===== config.mk =====
export PLATFORM = sky130hd
export DESIGN_NAME = vga_rx_monitor
export DESIGN_NICKNAME = d
export VERILOG_FILES = /design/src/rtl/vga_rx_monitor.sv
export SDC_FILE = /design/constraint.sdc
export NUM_CORES = 1
export LEC_CHECK = 0
export BUFFER_PORTS_ARGS = -buffer_cell sky130_fd_sc_hd__buf_2
export CAP_MARGIN = 10
export CORE_ASPECT_RATIO = 1.75
export CORE_MARGIN = 4
export CORE_UTILIZATION = 35
export CTS_CLUSTER_DIAMETER = 120
export DETAILED_ROUTE_END_ITERATION = 8
export HOLD_SLACK_MARGIN = 0.12
export MAX_ROUTING_LAYER = met4
export PLACE_DENSITY = 0.52
export SLEW_MARGIN = 20
export SYNTH_ARGS = -nofsm -noshare
export SYNTH_HDL_FRONTEND = slang
export SYNTH_SLANG_ARGS = --single-unit

===== constraint.sdc =====
create_clock -name clk -period 13.8 [get_ports clk]
set_input_delay 4.14 -clock clk [delete_from_list [all_inputs] [get_ports clk]]
set_output_delay 4.14 -clock clk [all_outputs]
set_load 0.02 [all_outputs]

===== src/rtl/vga_rx_monitor.sv =====
// Receive-side VGA checker: recovers X/Y from sync edges, verifies line/frame
// timing, declares lock, samples one probe pixel and counts red pixels per frame.
module vga_rx_monitor #(
    parameter int unsigned H_TOTAL     = 800,
    parameter int unsigned V_TOTAL     = 525,
    parameter int unsigned H_START     = 144,
    parameter int unsigned V_START     = 35,
    parameter int unsigned H_ACTIVE    = 640,
    parameter int unsigned V_ACTIVE    = 480,
    parameter logic        SYNC_POL    = 1'b0,
    parameter int unsigned LOCK_FRAMES = 2
) (
    input  logic        clk,
    input  logic        reset,
    input  logic        pix_en,
    input  logic        h_sync,
    input  logic        v_sync,
    input  logic [2:0]  rgb,
    input  logic [9:0]  probe_x,
    input  logic [9:0]  probe_y,
    output logic        locked,
    output logic        active,
    output logic [9:0]  pix_x,
    output logic [9:0]  pix_y,
    output logic [2:0]  probe_rgb,
    output logic        probe_valid,
    output logic        frame_done,
    output logic [18:0] red_count,
    output logic [7:0]  err_count
);

    localparam logic [9:0] H_LAST = 10'(H_TOTAL - 1);

    typedef enum logic [1:0] {
        SEARCH,
        TRAIN,
        LOCKED
    } state_t;

    state_t      state;
    logic        hs_prev;
    logic        vs_prev;
    logic [9:0]  hcnt;
    logic [9:0]  vcnt;
    logic [10:0] line_cnt;
    logic [3:0]  good_frames;
    logic [18:0] red_acc;

    logic        hs_edge;
    logic        vs_edge;
    logic [9:0]  hcnt_nxt;
    logic [9:0]  vcnt_nxt;
    logic [10:0] frame_lines;
    logic        line_bad;
    logic        frame_bad;
    logic        bad;
    logic        win_h;
    logic        win_v;
    logic        act_now;
    logic [9:0]  px_now;
    logic [9:0]  py_now;
    logic        red_now;
    logic        probe_hit;
    logic        lock_hit;

    always_comb begin
        hs_edge  = (h_sync == SYNC_POL) && (hs_prev != SYNC_POL);
        vs_edge  = (v_sync == SYNC_POL) && (vs_prev != SYNC_POL);

        hcnt_nxt = hs_edge ? '0 : ((hcnt == '1) ? hcnt : hcnt + 10'd1);
        vcnt_nxt = vcnt;
        if (vs_edge)
            vcnt_nxt = '0;
        else if (hs_edge && vcnt != '1)
            vcnt_nxt = vcnt + 10'd1;

        // The hs edge coincident with this vs edge closes the frame, so it is counted here.
        frame_lines = line_cnt + 11'(hs_edge);
        line_bad    = hs_edge && (hcnt != H_LAST);
        frame_bad   = vs_edge && (32'(frame_lines) != V_TOTAL);
        bad         = line_bad || frame_bad;

        win_h   = (32'(hcnt_nxt) >= H_START) && (32'(hcnt_nxt) < H_START + H_ACTIVE);
        win_v   = (32'(vcnt_nxt) >= V_START) && (32'(vcnt_nxt) < V_START + V_ACTIVE);
        act_now = (state == LOCKED) && win_h && win_v;
        px_now  = act_now ? 10'(32'(hcnt_nxt) - H_START) : '0;
        py_now  = act_now ? 10'(32'(vcnt_nxt) - V_START) : '0;
        red_now = act_now && rgb[2];

        probe_hit = act_now && (px_now == probe_x) && (py_now == probe_y);
        lock_hit  = (32'(good_frames) + 1) >= LOCK_FRAMES;
    end

    always_ff @(posedge clk) begin
        if (reset) begin
            state       <= SEARCH;
            hs_prev     <= ~SYNC_POL;
            vs_prev     <= ~SYNC_POL;
            hcnt        <= '0;
            vcnt        <= '0;
            line_cnt    <= '0;
            good_frames <= '0;
            red_acc     <= '0;
            locked      <= 1'b0;
            active      <= 1'b0;
            pix_x       <= '0;
            pix_y       <= '0;
            probe_rgb   <= '0;
            probe_valid <= 1'b0;
            frame_done  <= 1'b0;
            red_count   <= '0;
            err_count   <= '0;
        end else begin
            probe_valid <= 1'b0;
            frame_done  <= 1'b0;
            if (pix_en) begin
                hs_prev <= h_sync;
                vs_prev <= v_sync;
                hcnt    <= hcnt_nxt;
                vcnt    <= vcnt_nxt;
                if (vs_edge)
                    line_cnt <= '0;
                else if (hs_edge && line_cnt != '1)
                    line_cnt <= line_cnt + 11'd1;

                active <= act_now;
                pix_x  <= px_now;
                pix_y  <= py_now;

                if (probe_hit) begin
                    probe_rgb   <= rgb;
                    probe_valid <= 1'b1;
                end

                if (red_now)
                    red_acc <= red_acc + 19'd1;

                case (state)
                    SEARCH: begin
                        if (vs_edge) begin
                            state       <= TRAIN;
                            good_frames <= '0;
                        end
                    end
                    TRAIN: begin
                        if (bad) begin
                            good_frames <= '0;
                        end else if (vs_edge) begin
                            if (lock_hit) begin
                                state   <= LOCKED;
                                locked  <= 1'b1;
                                red_acc <= '0;
                            end else begin
                                good_frames <= good_frames + 4'd1;
                            end
                        end
                    end
                    LOCKED: begin
                        if (bad) begin
                            state  <= SEARCH;
                            locked <= 1'b0;
                            if (err_count != '1)
                                err_count <= err_count + 8'd1;
                        end else if (vs_edge) begin
                            red_count  <= red_acc + 19'(red_now);
                            red_acc    <= '0;
                            frame_done <= 1'b1;
                        end
                    end
                    default: state <= SEARCH;
                endcase
            end
        end
    end

endmodule


Word-level counts from Yosys, hierarchy flattened

Cells that the tools add are included.

Add/subtract/negate cells: 11
Magnitude comparators: 5
Eq/ne operators: 17
Muxes and demuxes: 33
Bitwise logic cells: 5
Reduce and logical (&&, ||, !) cells: 27

Operators with widths:

| cell                    | count |
|---|---|
| $mux W19                | 6 |
| $mux W10                | 6 |
| $pmux W19 S2            | 1 |
| $mux W11                | 2 |
| $add A10 B1 Y10 const B | 2 |
| $eq A10 B10 Y1          | 2 |
| $lt A10 B10 Y1 const B  | 2 |
| $ne A10 B10 Y1 const B  | 2 |
| $add A19 B1 Y19         | 1 |
| $add A19 B1 Y19 const B | 1 |
| $mux W4                 | 4 |
| $logic_and A1 B1 Y1     | 13 |
| $reduce_and A6 Y1       | 2 |
| $add A11 B1 Y11         | 1 |
| $add A11 B1 Y11 const B | 1 |
| $ne A11 B10 Y1 const B  | 1 |
| $ne A11 B11 Y1 const B  | 1 |
| $eq A10 B10 Y1 const B  | 1 |
| $ge A10 B6 Y1 const B   | 1 |
| $ge A10 B8 Y1 const B   | 1 |
| $mux W2                 | 5 |
| $ne A2 B2 Y1 const B    | 5 |
| $sub A10 B6 Y10 const B | 1 |
| $sub A10 B8 Y10 const B | 1 |
| 21 further kinds        | 35 |

Register bits: 112
Input bits: 28
Output and inout port bits: 54
Word-level logic and storage cells: 115

Longest topological paths before layout

Word-level depth: 14
Gate-level depth with buffers: 24
Gate-level depth less buffers: 19

Worst setup path before layout

OpenSTA, ideal clock, no wires.

Path type: input to register
Start: input port h_sync
End: register red_count[14]
Setup time: 0.086 ns
Arrival: 7.750 ns
Required time: 13.714 ns
Slack: 5.964 ns
Stages on the path: 20
Path buffers: 4
Path through: nand2b_1 > inv_2 > clkbuf_1 > o31ai_1 > xor2_1 > nor2_1 > ha_1 > nor3_4 > and4b_1 > o21a_1 > buf_6 > buf_2 > and2_1 > buf_2 > ha_1 > ha_1 > nand4_1 > or3_1 > xor2_1 > a211oi_1

Cells in the longest elaborated chain, start to end: 10
Elaborated cells on any way between the ends: 23
Those cells by class: add/sub: 2; order compare: 4; eq/ne: 1; mux: 3; bitwise: 2; reduce/logical: 11

Ends and longest elaborated chain:

| element                                         | line | text |
|---|---|---|
| start: declaration                              | 16   | `input logic h_sync,` |
| $not A1 Y1 *                                    | 67   | `hs_edge = (h_sync == SYNC_POL) && (hs_prev != SYNC_POL);` |
| $logic_and A1 B1 Y1 *                           | 67   |  |
| $logic_and A1 B1 Y1 *                           | 74   | `else if (hs_edge && vcnt != '1)` |
| $mux W10 *                                      | 74   |  |
| $mux W10 *                                      | 72   | `if (vs_edge)` |
| net vcnt_nxt[0]                                 | 52   | `logic [9:0] vcnt_nxt;` |
| $ge A10 B6 Y1 or $lt A10 B10 Y1 (tied branches) | 84   | `win_v = (32'(vcnt_nxt) >= V_START) && (32'(vcnt_nxt) < V_START + V_ACTIVE);` |
| $logic_and A1 B1 Y1 *                           | 84   |  |
| $logic_and A1 B1 Y1 *                           | 85   | `act_now = (state == LOCKED) && win_h && win_v;` |
| $logic_and A1 B1 Y1 *                           | 88   | `red_now = act_now && rgb[2];` |
| $add A19 B1 Y19 *                               | 165  | `red_count <= red_acc + 19'(red_now);` |
| end signal: assignment                          | 165  |  |
| end: declaration                                | 28   | `output logic [18:0] red_count,` |

Mark *: on every way through the listed nets, which the timed path passes. The rest lies on a longest branch.
A chain may end at the register's enable or synchronous reset.

Worst setup path in the final report

Start: input port h_sync
End: register red_count[14]

Elaborated cells on any way between the ends: 23
Those cells by class: add/sub: 2; order compare: 4; eq/ne: 1; mux: 3; bitwise: 2; reduce/logical: 11

RTL lines:

| element                                         | line | text |
|---|---|---|
| $not A1 Y1 *                                    | 67   |  |
| $logic_and A1 B1 Y1 *                           | 67   |  |
| $mux W10 *                                      | 70   | `hcnt_nxt = hs_edge ? '0 : ((hcnt == '1) ? hcnt : hcnt + 10'd1);` |
| net hcnt_nxt[4]                                 | 51   | `logic [9:0] hcnt_nxt;` |
| $ge A10 B8 Y1 or $lt A10 B10 Y1 (tied branches) | 83   | `win_h = (32'(hcnt_nxt) >= H_START) && (32'(hcnt_nxt) < H_START + H_ACTIVE);` |
| $logic_and A1 B1 Y1 *                           | 83   |  |
| $logic_and A1 B1 Y1 * (2 in series)             | 85   |  |
| $logic_and A1 B1 Y1 *                           | 88   |  |
| $add A19 B1 Y19 *                               | 165  |  |

Marks and branches as above.

==> impl_metrics.py <==
metrics = {
    "floorplan": {
        "pin_count": 82,
        "coreArea_mm2": 0.0191,
        "die_h_um": 192,
        "die_x_um": 113,
        "die-area_mm2": 0.0218,
        "start_util_pct": 35.6,
        "num_rows": 67,
    },
    "global_routing": {
        "met2_usage_pct": 34.0,
        "grt_pass1_wl_um": 31600,
        "antenna_found_initial": 1,
        "met3_usage_pct": 2.57,
        "grt_overflow": 0,
        "grt_usage_pct": 18.7,
        "busiest_layer": "met2",
        "met1_usage_pct": 20.1,
        "grt_pass1_vias": 6061,
        "grt_max_degree": 94,
    },
    "power_and_ir_drop": {
        "switchingPower_w": 0.000169,
        "power.density_mw_per_mm2": 84.1,
        "peakVddDrop_mv": 0.0528,
        "p_comb_share_pct": 8.9,
        "power_frac_seq_pct": 51.1,
        "p_int_w": 0.000471,
        "power_frac_clock_pct": 40.0,
        "switching_share_pct": 26.4,
        "p_leak_nw": 2.90,
    },
    "placement": {
        "numPortBuffers": 81,
        "dp_hpwl_um": 14800,
        "gp_congestion": 0.907,
        "pre_cts_slack_ns": 5.48,
    },
    "cts": {
        "clkLatencyLatePin_ns": 0.36,
        "path_clk_slew_ns": 0.08,
        "cts_hold_buf": 0,
        "clk_path_buf_depth": 2,
        "cts_tree": "done",
        "cts_buffers": 9,
        "cts_resized": 0,
        "ctsHtreeMaxLevel": 3,
        "cts.sinks": 112,
        "cts_root_buf": "clkbuf_16",
        "cts_setup_buffers": 0,
    },
    "sta": {
        "final.setup.worst_slack_ns": 5.83,
        "rsz0062_at_grt": "false",
        "worst_slew_pin_slew_ns": 1.01,
        "period_share_pct": 57.7,
        "setup_viol": 0,
        "tns_ns": 0,
        "slew_headroom_pct": 32.5,
        "holdWs_ns": 0.441,
        "fmax_mhz": 126,
        "slew_viol_final": 0,
        "hold_violations": 0,
        "post-route-min-period_ns": 7.97,
        "fin_skew_ns": 0.0127,
    },
    "critical_path": {
        "cp-end-kind": "flop",
        "worstPathRequired_ns": 14.07,
        "cp_max_fo": 17,
        "slowest_delay_ns": 0.52,
        "cp_top_family": "simple AND/OR/NAND/NOR gates",
        "path_buf_inv": 3,
        "cp_slowest_cell": "or3_1",
        "worstPathArrival_ns": 8.24,
        "crit_path_cell_trace": "buf_2 > nand2b_1 > inv_2 > or3_1 > inv_1 > ha_1 > nand2_1 > a21oi_1 > o2111ai_1 > a31oi_1 > o21a_1 > and2_1 > ha_1 > ha_1 > nand4_1 > or3_1 > xor2_1 > a211oi_1",
        "path_class": "in -> reg",
        "cp_common_cell": "ha_1",
        "critPathLaunchType": "input pin",
    },
    "routing": {
        "ant_nets": 0,
        "dr.first_iter.drc_count": 304,
        "wirelength_um": 19600,
        "wire_per_inst_um": 17.3,
        "avgViaCountPerCell": 5.45,
        "num_vias": 6187,
        "drc": 0,
        "drt_first_pass_iters": 4,
    },
    "yosys": {
        "syn_area_mm2": 0.00680,
        "ys_types": 83,
        "synth.avg_cell_area_um2": 8.05,
        "yosysWarnings": 0,
        "synthFlopType": "dfxtp_1",
        "syn_inst": 844,
        "syn_nets": 890,
        "synth-seq-area-share_pct": 33.0,
        "synth_top_area_cell": "dfxtp_1",
        "synthTopCellsByArea": "dfxtp_1, nor2_1, xor2_1",
        "async_flop_share_pct": 0,
        "synth_enable_flop_cells": 0,
        "synth-seq-cells": 112,
        "synth_top_area_share_pct": 33.0,
    },
    "outcome": {
        "status": "complete, no violations",
    },
    "final_layout": {
        "nNetsFinal": 934,
        "post-route-util_pct": 39.8,
        "drive_above_1_share_pct": 13.2,
        "syn2layout_area_growth_pct": 12.0,
    },
    "worst_hold_path": {
        "holdCritPathClass": "reg -> reg",
    },
    "flow_run": {
        "drv_cap": 0,
    },
}
-- per-layer routing --
layer	vias to the layer above	wire, um
met4	0	696
met3	38	581
met5	-	0
met1	2898	7780
li1	3124	-
met2	127	10500
-- flip-flops by register name, indices dropped and copies added, names as in the netlist, 2 cells and up --
register / cells
hcnt: 10
line_cnt: 11
red_count: 19
pix_y: 10
err_count: 8
good_frames: 4
state: 2
pix_x: 10
probe_rgb: 3
vcnt: 10
red_acc: 19
-- power groups by stage --
stage / registers, W / clock network, W / logic (W)
final: 0.000327 / 0.000256 / 0.0000567
after global routing: 0.000328 / 0.000277 / 0.0000626
after floorplan: 0.000335 / 0 / 0.0000379
after CTS: 0.000327 / 0.000266 / 0.0000572
after global placement: 0.000335 / 0 / 0.0000571
after detailed placement: 0.000335 / 0 / 0.0000570
-- layout by cell type, fill, tap and decap left out, types with 9 or more instances in the layout --
cell type and n:
nor2b_1 14, ha_1 18, xor2_1 35, and3_1 21, mux2i_1 27, inv_1 18, clkbuf_16 9, a211oi_1 22
nor2_1 115, nor3_1 16, and2_1 10, buf_2 80, nand3_1 48, o21ai_0 21, nand2b_1 12, a21oi_1 43
dfxtp_1 112, or3_1 10, xnor2_1 32, nand2_1 68, and4_1 9, nand4_1 23, a31oi_1 14
-- worst register-to-register path, delay by kind of cell, from the launching register on --
family	cells	cell delay [ns]
AOI/OAI and AO/OA	3	0.82
xor gates and xnor gates	2	0.39
adders and majority gates	4	1.05
DFF	1	0.47
and+or+nand+nor	7	1.74
-- path summary, 6_finish.rpt --
kind / from / end / slack, ns / cells after the start
worst max-delay path: h_sync / red_count[14] / 5.83 / 18
worst min-delay path: good_frames[3] / good_frames[3] / 0.44 / 2
worst max register to register: vcnt[0] / red_count[14] / 9.24 / 16
worst min register to register: good_frames[3] / good_frames[3] / 0.44 / 2
-- Yosys cell counts, types with 6 or more instances --
| cell | n |
|---|---|
| nand2_1 | 68 |
| nand3_1 | 48 |
| nand2b_1 | 12 |
| mux2i_1 | 27 |
| nand4_1 | 23 |
| nor2b_1 | 14 |
| nor2_1 | 116 |
| o21ai_0 | 21 |
| and4_1 | 9 |
| clkbuf_1 | 37 |
| xnor2_1 | 32 |
| or3_1 | 10 |
| a22oi_1 | 6 |
| xor2_1 | 35 |
| a211oi_1 | 22 |
| nor3_1 | 16 |
| a31oi_1 | 14 |
| a21oi_1 | 43 |
| and2_1 | 10 |
| inv_1 | 18 |
| ha_1 | 18 |
| dfxtp_1 | 112 |
| buf_2 | 10 |
| and3_1 | 21 |
-- metrics by stage --
step / cells / total power (W) / cell area, um2
final: 1135 / 0.000640 / 7610
after global routing: 1135 / 0.000668 / 7610
after global placement: 1118 / 0.000392 / 7330
after CTS: 1134 / 0.000650 / 7610
after floorplan: 844 / 0.000373 / 6800
after detailed placement: 1118 / 0.000392 / 7330
-- area by class of cell --
cell class	count	area (um2)
fillers	2048	11500
multi-input cells	658	4250
flip-flops and latches	112	2240
repair buffers	87	453
well taps	241	302
clock buffers	10	229
inverters	20	75.1
clock inverters	6	51.3
diodes	1	2.50
-- kinds of logic after synthesis --
| family | Yosys count | synth area share (%) |
|---|---|---|
| adder cells (fa/ha/maj) | 18 | 3.31 |
| buffers and inverters | 74 | 4.44 |
| AO/OA/AOI/OAI | 170 | 18.1 |
| XOR/XNOR | 70 | 9.65 |
| flip-flops | 112 | 33.0 |
| AND/OR/NAND/NOR | 373 | 27.5 |
| multiplexers | 27 | 3.98 |
Note: power is estimated with default switching activity, not from simulation.
